## src/rtl/neo_pkg.sv

```systemverilog
// Shared definitions for the NeoPixel rainbow-fade frame sequencer.
// Holds the sequencer state encoding, the GRB pixel and 5:5:5 ROM field
// positions, and the colour expansion helpers.
package neo_pkg;

  typedef enum logic [2:0] {
    StIdle,
    StAddr,
    StRead,
    StSend,
    StLatch
  } state_e;

  // Output pixel layout: {G, R, B}, 8 bits each.
  localparam int unsigned GrbGLsb = 16;
  localparam int unsigned GrbRLsb = 8;
  localparam int unsigned GrbBLsb = 0;

  // ROM word layout: bit 15 unused, then G, R, B at 5 bits each.
  localparam int unsigned RomGLsb = 10;
  localparam int unsigned RomRLsb = 5;
  localparam int unsigned RomBLsb = 0;

  // Replicating the top bits into the low bits maps 5'h1F to 8'hFF exactly.
  function automatic logic [7:0] expand5(input logic [4:0] c);
    return {c, c[4:2]};
  endfunction

  function automatic logic [23:0] rom_to_grb(input logic [15:0] w, input logic [2:0] shift);
    logic [23:0] p;
    p = '0;
    p[GrbGLsb +: 8] = expand5(w[RomGLsb +: 5]) >> shift;
    p[GrbRLsb +: 8] = expand5(w[RomRLsb +: 5]) >> shift;
    p[GrbBLsb +: 8] = expand5(w[RomBLsb +: 5]) >> shift;
    return p;
  endfunction

endpackage

```

## src/rtl/neo_frame_tick.sv

```systemverilog
// Frame pacing divider.
// Counts 0..FRAME_DIV-1 while enable is high and raises tick for one cycle at
// the terminal count; holds at 0 while enable is low.
// Ports:
//   clk    - system clock
//   reset  - synchronous, active-high
//   enable - run the divider
//   tick   - one-cycle frame tick
module neo_frame_tick #(
  parameter int unsigned FRAME_DIV = 400000
) (
  input  logic clk,
  input  logic reset,
  input  logic enable,
  output logic tick
);

  localparam int unsigned CW = $clog2(FRAME_DIV);
  localparam logic [CW-1:0] CntLast = CW'(FRAME_DIV - 1);

  logic [CW-1:0] cnt_q, cnt_d;

  always_comb begin
    cnt_d = cnt_q;
    if (!enable || (cnt_q == CntLast)) begin
      cnt_d = '0;
    end else begin
      cnt_d = cnt_q + CW'(1);
    end
  end

  always_ff @(posedge clk) begin
    if (reset) begin
      cnt_q <= '0;
    end else begin
      cnt_q <= cnt_d;
    end
  end

  assign tick = enable && (cnt_q == CntLast);

endmodule

```

## src/rtl/neo_fade_sequencer.sv

```systemverilog
// Frame sequencer for the NeoPixel rainbow-fade path.
// Once per frame tick, walks NUM_PIXELS ROM addresses starting at a rotating
// base (stride PIX_STEP, 8-bit wrap), expands each 5:5:5 word to 24-bit GRB,
// hands pixels to the serializer over valid/ready, then holds an idle latch
// gap of LATCH_CYCLES before strobing frame_done and advancing the base.
// Ports:
//   clk, reset         - clock, synchronous active-high reset
//   enable             - run frames while high
//   brightness[2:0]    - per-channel right shift, sampled when the ROM word is read
//   rom_addr[7:0]      - ROM read address (registered-read ROM, 1-cycle latency)
//   rom_data[15:0]     - ROM read data
//   pix_data[23:0]     - {G,R,B} pixel
//   pix_valid          - pix_data valid; held until pix_ready
//   pix_ready          - serializer accepts pix_data
//   frame_done         - one-cycle strobe at the end of the latch gap
//   overrun            - sticky: a tick arrived while a frame was in flight
module neo_fade_sequencer
  import neo_pkg::*;
#(
  parameter int unsigned NUM_PIXELS   = 8,
  parameter int unsigned PIX_STEP     = 32,
  parameter int unsigned FRAME_DIV    = 400000,
  parameter int unsigned LATCH_CYCLES = 800
) (
  input  logic        clk,
  input  logic        reset,
  input  logic        enable,
  input  logic [2:0]  brightness,
  output logic [7:0]  rom_addr,
  input  logic [15:0] rom_data,
  output logic [23:0] pix_data,
  output logic        pix_valid,
  input  logic        pix_ready,
  output logic        frame_done,
  output logic        overrun
);

  localparam int unsigned LW = $clog2(LATCH_CYCLES) + 1;
  localparam logic [LW-1:0] LatchLast = LW'(LATCH_CYCLES - 1);
  localparam logic [7:0] PixLast = 8'(NUM_PIXELS - 1);
  localparam logic [7:0] Step    = 8'(PIX_STEP);

  logic tick;

  state_e        state_q, state_d;
  logic [7:0]    addr_q, addr_d;
  logic [7:0]    count_q, count_d;
  logic [7:0]    base_q, base_d;
  logic [LW-1:0] latch_q, latch_d;
  logic [23:0]   pix_data_q, pix_data_d;
  logic          pending_q, pending_d;
  logic          overrun_q, overrun_d;
  logic          frame_done_q, frame_done_d;

  neo_frame_tick #(
    .FRAME_DIV (FRAME_DIV)
  ) u_tick (
    .clk    (clk),
    .reset  (reset),
    .enable (enable),
    .tick   (tick)
  );

  always_comb begin
    state_d      = state_q;
    addr_d       = addr_q;
    count_d      = count_q;
    base_d       = base_q;
    latch_d      = latch_q;
    pix_data_d   = pix_data_q;
    pending_d    = pending_q;
    overrun_d    = overrun_q;
    frame_done_d = 1'b0;

    unique case (state_q)
      StIdle: begin
        if (enable && (tick || pending_q)) begin
          addr_d    = base_q;
          count_d   = '0;
          pending_d = 1'b0;
          state_d   = StAddr;
        end
      end
      StAddr: begin
        state_d = StRead;
      end
      StRead: begin
        // ROM data for addr_q is valid now; brightness is frozen into the pixel here.
        pix_data_d = rom_to_grb(rom_data, brightness);
        state_d    = StSend;
      end
      StSend: begin
        if (pix_ready) begin
          if (count_q == PixLast) begin
            latch_d = '0;
            state_d = StLatch;
          end else begin
            count_d = count_q + 8'd1;
            addr_d  = addr_q + Step;
            state_d = StAddr;
          end
        end
      end
      StLatch: begin
        if (latch_q == LatchLast) begin
          frame_done_d = 1'b1;
          base_d       = base_q + 8'd1;
          state_d      = StIdle;
        end else begin
          latch_d = latch_q + LW'(1);
        end
      end
      default: begin
        state_d = StIdle;
      end
    endcase

    // Ticks landing mid-frame collapse into a single pending start.
    if (tick && (state_q != StIdle)) begin
      pending_d = 1'b1;
      overrun_d = 1'b1;
    end
    if (!enable) begin
      pending_d = 1'b0;
    end
  end

  always_ff @(posedge clk) begin
    if (reset) begin
      state_q      <= StIdle;
      addr_q       <= '0;
      count_q      <= '0;
      base_q       <= '0;
      latch_q      <= '0;
      pix_data_q   <= '0;
      pending_q    <= 1'b0;
      overrun_q    <= 1'b0;
      frame_done_q <= 1'b0;
    end else begin
      state_q      <= state_d;
      addr_q       <= addr_d;
      count_q      <= count_d;
      base_q       <= base_d;
      latch_q      <= latch_d;
      pix_data_q   <= pix_data_d;
      pending_q    <= pending_d;
      overrun_q    <= overrun_d;
      frame_done_q <= frame_done_d;
    end
  end

  // addr_q only moves on acceptance, so it stays stable from ADDR through SEND.
  assign rom_addr   = addr_q;
  assign pix_data   = pix_data_q;
  assign pix_valid  = (state_q == StSend);
  assign frame_done = frame_done_q;
  assign overrun    = overrun_q;

endmodule

```

## config.mk

```make
export PLATFORM = sky130hd
export DESIGN_NAME = neo_fade_sequencer
export DESIGN_NICKNAME = d
export VERILOG_FILES = /design/src/rtl/neo_pkg.sv /design/src/rtl/neo_frame_tick.sv /design/src/rtl/neo_fade_sequencer.sv
export SDC_FILE = /design/constraint.sdc
export NUM_CORES = 1
export LEC_CHECK = 0
export BUFFER_PORTS_ARGS = -buffer_cell sky130_fd_sc_hd__clkbuf_2
export CAP_MARGIN = 20
export CORE_ASPECT_RATIO = 2
export CORE_MARGIN = 4
export CORE_UTILIZATION = 50
export CTS_CLUSTER_DIAMETER = 60
export DETAILED_ROUTE_END_ITERATION = 8
export PLACE_DENSITY = 0.81
export SKIP_CTS_REPAIR_TIMING = 1
export SLEW_MARGIN = 15
export SYNTH_ARGS = -nofsm -noshare
export SYNTH_HDL_FRONTEND = slang
export SYNTH_SLANG_ARGS = --single-unit
export TNS_END_PERCENT = 10
```

## constraint.sdc

```tcl
create_clock -name clk -period 2.54 [get_ports clk]
set_input_delay 0.508 -clock clk [delete_from_list [all_inputs] [get_ports clk]]
set_output_delay 0.508 -clock clk [all_outputs]
set_load 0.02 [all_outputs]
```

Word level (Yosys, flattened, before mapping). Index checks and enable logic that the tools add are counted.

Register bits after elaboration: 84. Bits of input ports: 23. Word-level logic and storage cells: 74.

$add $sub $neg: 5. Equality and inequality tests: 13. Shifts and indexed selects: 3. Muxes and demuxes: 21. Bitwise operators: 2. Reduce and logical (&&, ||, !) cells: 20.

Operator list (number): 2-to-1 mux 8 bit (6); 2-to-1 mux 11 bit (3); case mux 8 bit (2 select lines) (2); right shift 8 x 3 -> 8 bit (3); case mux 11 bit (2 select lines) (1); adder 19 x 1 -> 19 bit (second input constant) (1); == test 19 bit (second input constant) (1); adder 8 x 1 -> 8 bit (second input constant) (2); case mux 3 bit (5 select lines) (1); 2-to-1 mux 3 bit (4); adder 11 x 1 -> 11 bit (second input constant) (1); == test 11 x 10 -> 1 bit (second input constant) (1); adder 8 x 6 -> 8 bit (second input constant) (1); == test 8 x 3 -> 1 bit (second input constant) (1); != test 2 bit (second input constant) (4); AND reduction 4 bit (2); nonzero test 2 bit (4); == test 3 x 2 -> 1 bit (second input constant) (2); OR reduction 2 bit (3); 2-to-1 mux 1 bit (4); != test 2 x 1 -> 1 bit (second input constant) (2); AND reduction 2 bit (2); == test 3 x 1 -> 1 bit (second input constant) (1); == test 3 bit (second input constant) (1); other kinds (7) (11).

Longest topological paths before layout.
Depth after elaboration: 7. Gate-level depth with buffers: 7. Gate-level depth less buffers: 6.

Modules after synthesis. Synthesis repeated with hierarchy kept, for this count alone.

Cell total of the unflattened synthesis: 487. Area, all modules: 4182.8 um^2.

By module, submodules not included: neo_fade_sequencer (times used 1, cells each 388, area each 3320.7 um^2, sequential area each 1301.2 um^2); neo_frame_tick (times used 1, cells each 99, area each 862.1 um^2, sequential area each 380.4 um^2).

Worst setup path before layout. Ideal clock, no wire load.

Path kind: register to register. From: reg state_q[1]. To: reg base_q[7]. Arrival: 1877 ps. Path slack: 541 ps. Cell stages (with the launch flop): 7. Clock period less this slack: 1999 ps. Path through: dfxtp_1 buf_6 or3b_4 nor4_4 and3_1 nand3_1 mux2_4.

Cells in the longest elaborated chain, start to end: 2.

Ends and longest elaborated chain: start, declared (RTL line neo_fade_sequencer.sv:45) `state_e state_q, state_d;`; start signal, assigned (RTL line neo_fade_sequencer.sv:130) `state_q <= StIdle;`; start signal, assigned (RTL line neo_fade_sequencer.sv:140) `state_q <= state_d;`; == test 3 bit (RTL line neo_fade_sequencer.sv:75) `unique case (state_q)`; AND reduction 2 bit (no source line); end signal, assigned (RTL line neo_fade_sequencer.sv:143) `base_q <= base_d;`; end, declared (RTL line neo_fade_sequencer.sv:48) `logic [7:0] base_q, base_d;`.

Every way passes these cells. A chain may end at the register's enable or synchronous reset.

Final worst setup path.
From: reg count_q[0]. To: reg latch_q[9].

Cells in the longest elaborated chain, start to end: 3.

Ends and longest elaborated chain: start, declared (RTL line neo_fade_sequencer.sv:47) `logic [7:0] count_q, count_d;`; start signal, assigned (RTL line neo_fade_sequencer.sv:142) `count_q <= count_d;`; == test 8 x 3 -> 1 bit (RTL line neo_fade_sequencer.sv:94) `if (count_q == PixLast) begin`; != test 2 x 1 -> 1 bit (no source line); AND reduction 4 bit (no source line); end signal, assigned (RTL line neo_fade_sequencer.sv:144) `latch_q <= latch_d;`; end, declared (RTL line neo_fade_sequencer.sv:49) `logic [LW-1:0] latch_q, latch_d;`.

Every way passes these cells.

==> flow_summary_export.csv <==
group,metric,value,unit
floorplanning,placeable_core_region,8000,µm²
global_routing,grt_antenna_before_repair,0,
timing,post-route-min-period,2.18,ns
floorplanning,fp-row-count,46,
setup_path,endpoint_kind,"register",
routing,detail_route.wirelength,9.93,mm
final_layout,antennaDiodeCount,0,
timing,maxSlewHeadroom,60.5,%
timing,worst_clock_skew,0.00779,ns
global_routing,grt_util_all_layers,21.5,%
synthesis,synth_top_cells_by_area,"dfxtp_1 (41%), nor2_1 (6.6%), xnor2_1 (4.7%)",
setup_path,critical_path_peak_fanout,12,
routing,wl_per_cell,15.6,µm
min_path,min_path_type,"reg2reg",
final_layout,multiInputGateArea,2320,µm²
place,dp_slack,0.400,ns
global_routing,grt_overflow_total,0,
synthesis,ys_seq_area_share,40.6,%
routing,dr.pass1.iters,5,
synthesis,postSynthCellCount,482,
place,detailed_place.area,4530,µm²
setup_path,setup.worst_path.start_class,"register",
synthesis,synth.distinct_cells,56,
timing,number_of_setup_violations_in_the_final_report,0,
final_layout,area.growth.synth_to_final,17.7,%
setup_path,worstSetupPathType,"reg2reg",
synthesis,yosys.area.top_type,"dfxtp_1",
final_layout,layout_net_count,564,
final_layout,design_area,4870,µm²
floorplanning,initial_core_util,51.7,%
synthesis,post-synth-top-area-fraction,40.6,%
floorplanning,floorplan.die.width,72.3,µm
floorplanning,dieArea,9890,µm²
synthesis,post_synthesis_cell_area,4140,µm²
global_routing,grt_pass1_vias,3779,
flow_run,maxCapViolCount,0,
power_and_ir_drop,pwr_density_cell,602,nW/µm²
routing,wl_met2,5.49,mm
synthesis,synthesis.area_per_instance,8.59,µm²
floorplanning,ioPinCount,58,
clock_tree,path_clk_slew,0.06,ns
global_routing,largest_net_degree_at_the_start_of_global_routing,56,
routing,routed.top_layer,"met4",
routing,post-route-drc-count,0,
clock_tree,cts_tree,"built",
synthesis,yosys-top-cells-count,"dfxtp_1 (84), nor2_1 (73), nand2_1 (32)",
timing,tightest_slew,0.591,ns
synthesis,yosysWarningCount,0,
final_layout,drive_above_1_share,18.7,%
final_layout,layout.area.seq,1680,µm²
place,gp_routability_congestion,0.850,
timing,finalSetupTns,0,ns
setup_path,worstPathArrival,2.39,ns
synthesis,synth.most_common_cell,"dfxtp_1",
routing,vias_per_cell,5.95,
timing,grt_setup_unrepaired,"no",
global_routing,grt_pass1_wl,17.2,mm
synthesis,synth-main-ff-cell,"dfxtp_1",
power_and_ir_drop,static-leakage-power,0.00184,µW
clock_tree,max-clock-path-buffers,2,
floorplanning,dieHeight,137,µm
synthesis,synth_enable_flop_cells,0,
clock_tree,numCtsBuffers,9,
routing,iteration_0_drc_count_of_the_detailed_router,312,
timing,timing.final.crit_share,85.7,%
routing,met1_length,3.65,mm
clock_tree,clock_tree.htree_level_count,3,
timing,hold_viol_final,0,
clock_tree,cts-root-buf,"clkbuf_16",
clock_tree,insertion_delay,0.34,ns
place,place_hpwl,7.12,mm
place,io_buffer_count,56,
routing,met3_wirelength,507,µm
setup_path,worst_ep_required_time,2.76,ns
final_layout,layout.filler_cells,684,
synthesis,asyncSetResetFlopFracSynth,0,%
clock_tree,numClockSinks,84,
routing,routed-via-count,3793,
synthesis,ys_seq_elements,84,
status,run_status,"completed",
timing,max_freq,0.459,GHz
timing,drv_slew,0,
synthesis,synthesis.nets,510,
power_and_ir_drop,irDropWorstVdd,0.517,mV
routing,detail-route-antenna-nets,0,
timing,fin_ws,0.363,ns
[sequential cells by signal (all words and copies together), names as in the netlist]
register and count:
frame_done 1, pix_data 24, state_q 3, u_tick.cnt_q 19, latch_q 11, rom_addr 8, base_q 8, count_q 8
overrun 1, pending_q 1
[routing by layer]
layer  vias to the layer above  global-route usage (%)
li1                       1852                       -
met1                      1805                    23.4
met2                       110                    38.7
met3                        26                    4.85
met4                         0                    9.73
met5                         -                       0
[worst max-delay path, cell delays in order (launching register included)]
cell and delay [ns]:
dfxtp_1 0.36, ha_1 0.22, nor4bb_1 0.47, nand3_1 0.42, a211oi_1 0.38, xnor2_1 0.16
nor2_1 0.05
[placed cells by master, fill, tap and decap left out, drive strengths merged, types with 3 or more instances in the layout]
cell | netlist | layout
nor3 | 20 | 20
nor4bb | 3 | 3
nor4 | 4 | 4
and4 | 4 | 4
nor2 | 73 | 73
a221oi | 6 | 6
mux2i | 11 | 11
a311oi | 3 | 3
mux2 | 6 | 6
clkinv | 1 | 3
clkbuf | 18 | 65
and3 | 11 | 11
o21ai | 10 | 10
a21oi | 29 | 29
a211oi | 17 | 17
buf | 8 | 13
or3 | 4 | 4
nor2b | 9 | 9
xnor2 | 22 | 22
xor2 | 9 | 9
a22oi | 12 | 12
bufinv | 0 | 3
inv | 7 | 7
ha | 5 | 5
mux4 | 4 | 4
nand3 | 23 | 23
nand2 | 32 | 32
nand4 | 10 | 10
or2 | 3 | 3
dfxtp | 84 | 84
[path summary, 6_finish.rpt]
| check | from | endpoint | slack [ns] | depth (start not counted) |
|---|---|---|---|---|
| max | count_q[0] | latch_q[9] | 0.36 | 6 |
| min reg2reg | rom_addr[4] | rom_addr[4] | 0.45 | 2 |
| min | rom_addr[4] | rom_addr[4] | 0.45 | 2 |
| max reg2reg | count_q[0] | latch_q[9] | 0.36 | 6 |
[kinds of logic after synthesis]
| family | share of synthesized area [%] |
|---|---|
| buffers and inverters | 3.33 |
| flip-flops | 40.6 |
| AO/OA/AOI/OAI | 16.2 |
| XOR/XNOR | 6.56 |
| multiplexers | 6.56 |
| AND/OR/NAND/NOR | 25.2 |
| adder cells (fa/ha/maj) | 1.51 |
[through the flow]
stage	std cells	hold slack [ns]	total power (µW)	utilization (%)
after global routing	637	0.475	3030	60.9
after detailed placement	621	0.447	1490	56.6
after CTS	637	0.453	2960	60.9
final	637	0.448	2930	60.9
after floorplan	482	0.430	1440	-
after global placement	621	0.440	1490	56.6
[cell type report]
class                           instances  share of cell area, %
Timing Repair Buffer                   69                   7.76
Multi-Input combinational cell        364                   47.6
Sequential cell                        84                   34.5
Clock buffer                            9                   4.62
Inverter                                8                  0.617
Tap cell                               96                   2.47
Clock inverter                          7                   2.36
[power by group]
part / leakage (µW) / internal (µW) / switching [µW]
sequential: 0.000676 / 1320 / 1.36
clock: 0.000161 / 956 / 510
combinational: 0.00100 / 54.4 / 90.2
Power figures use the tool's default switching activity.
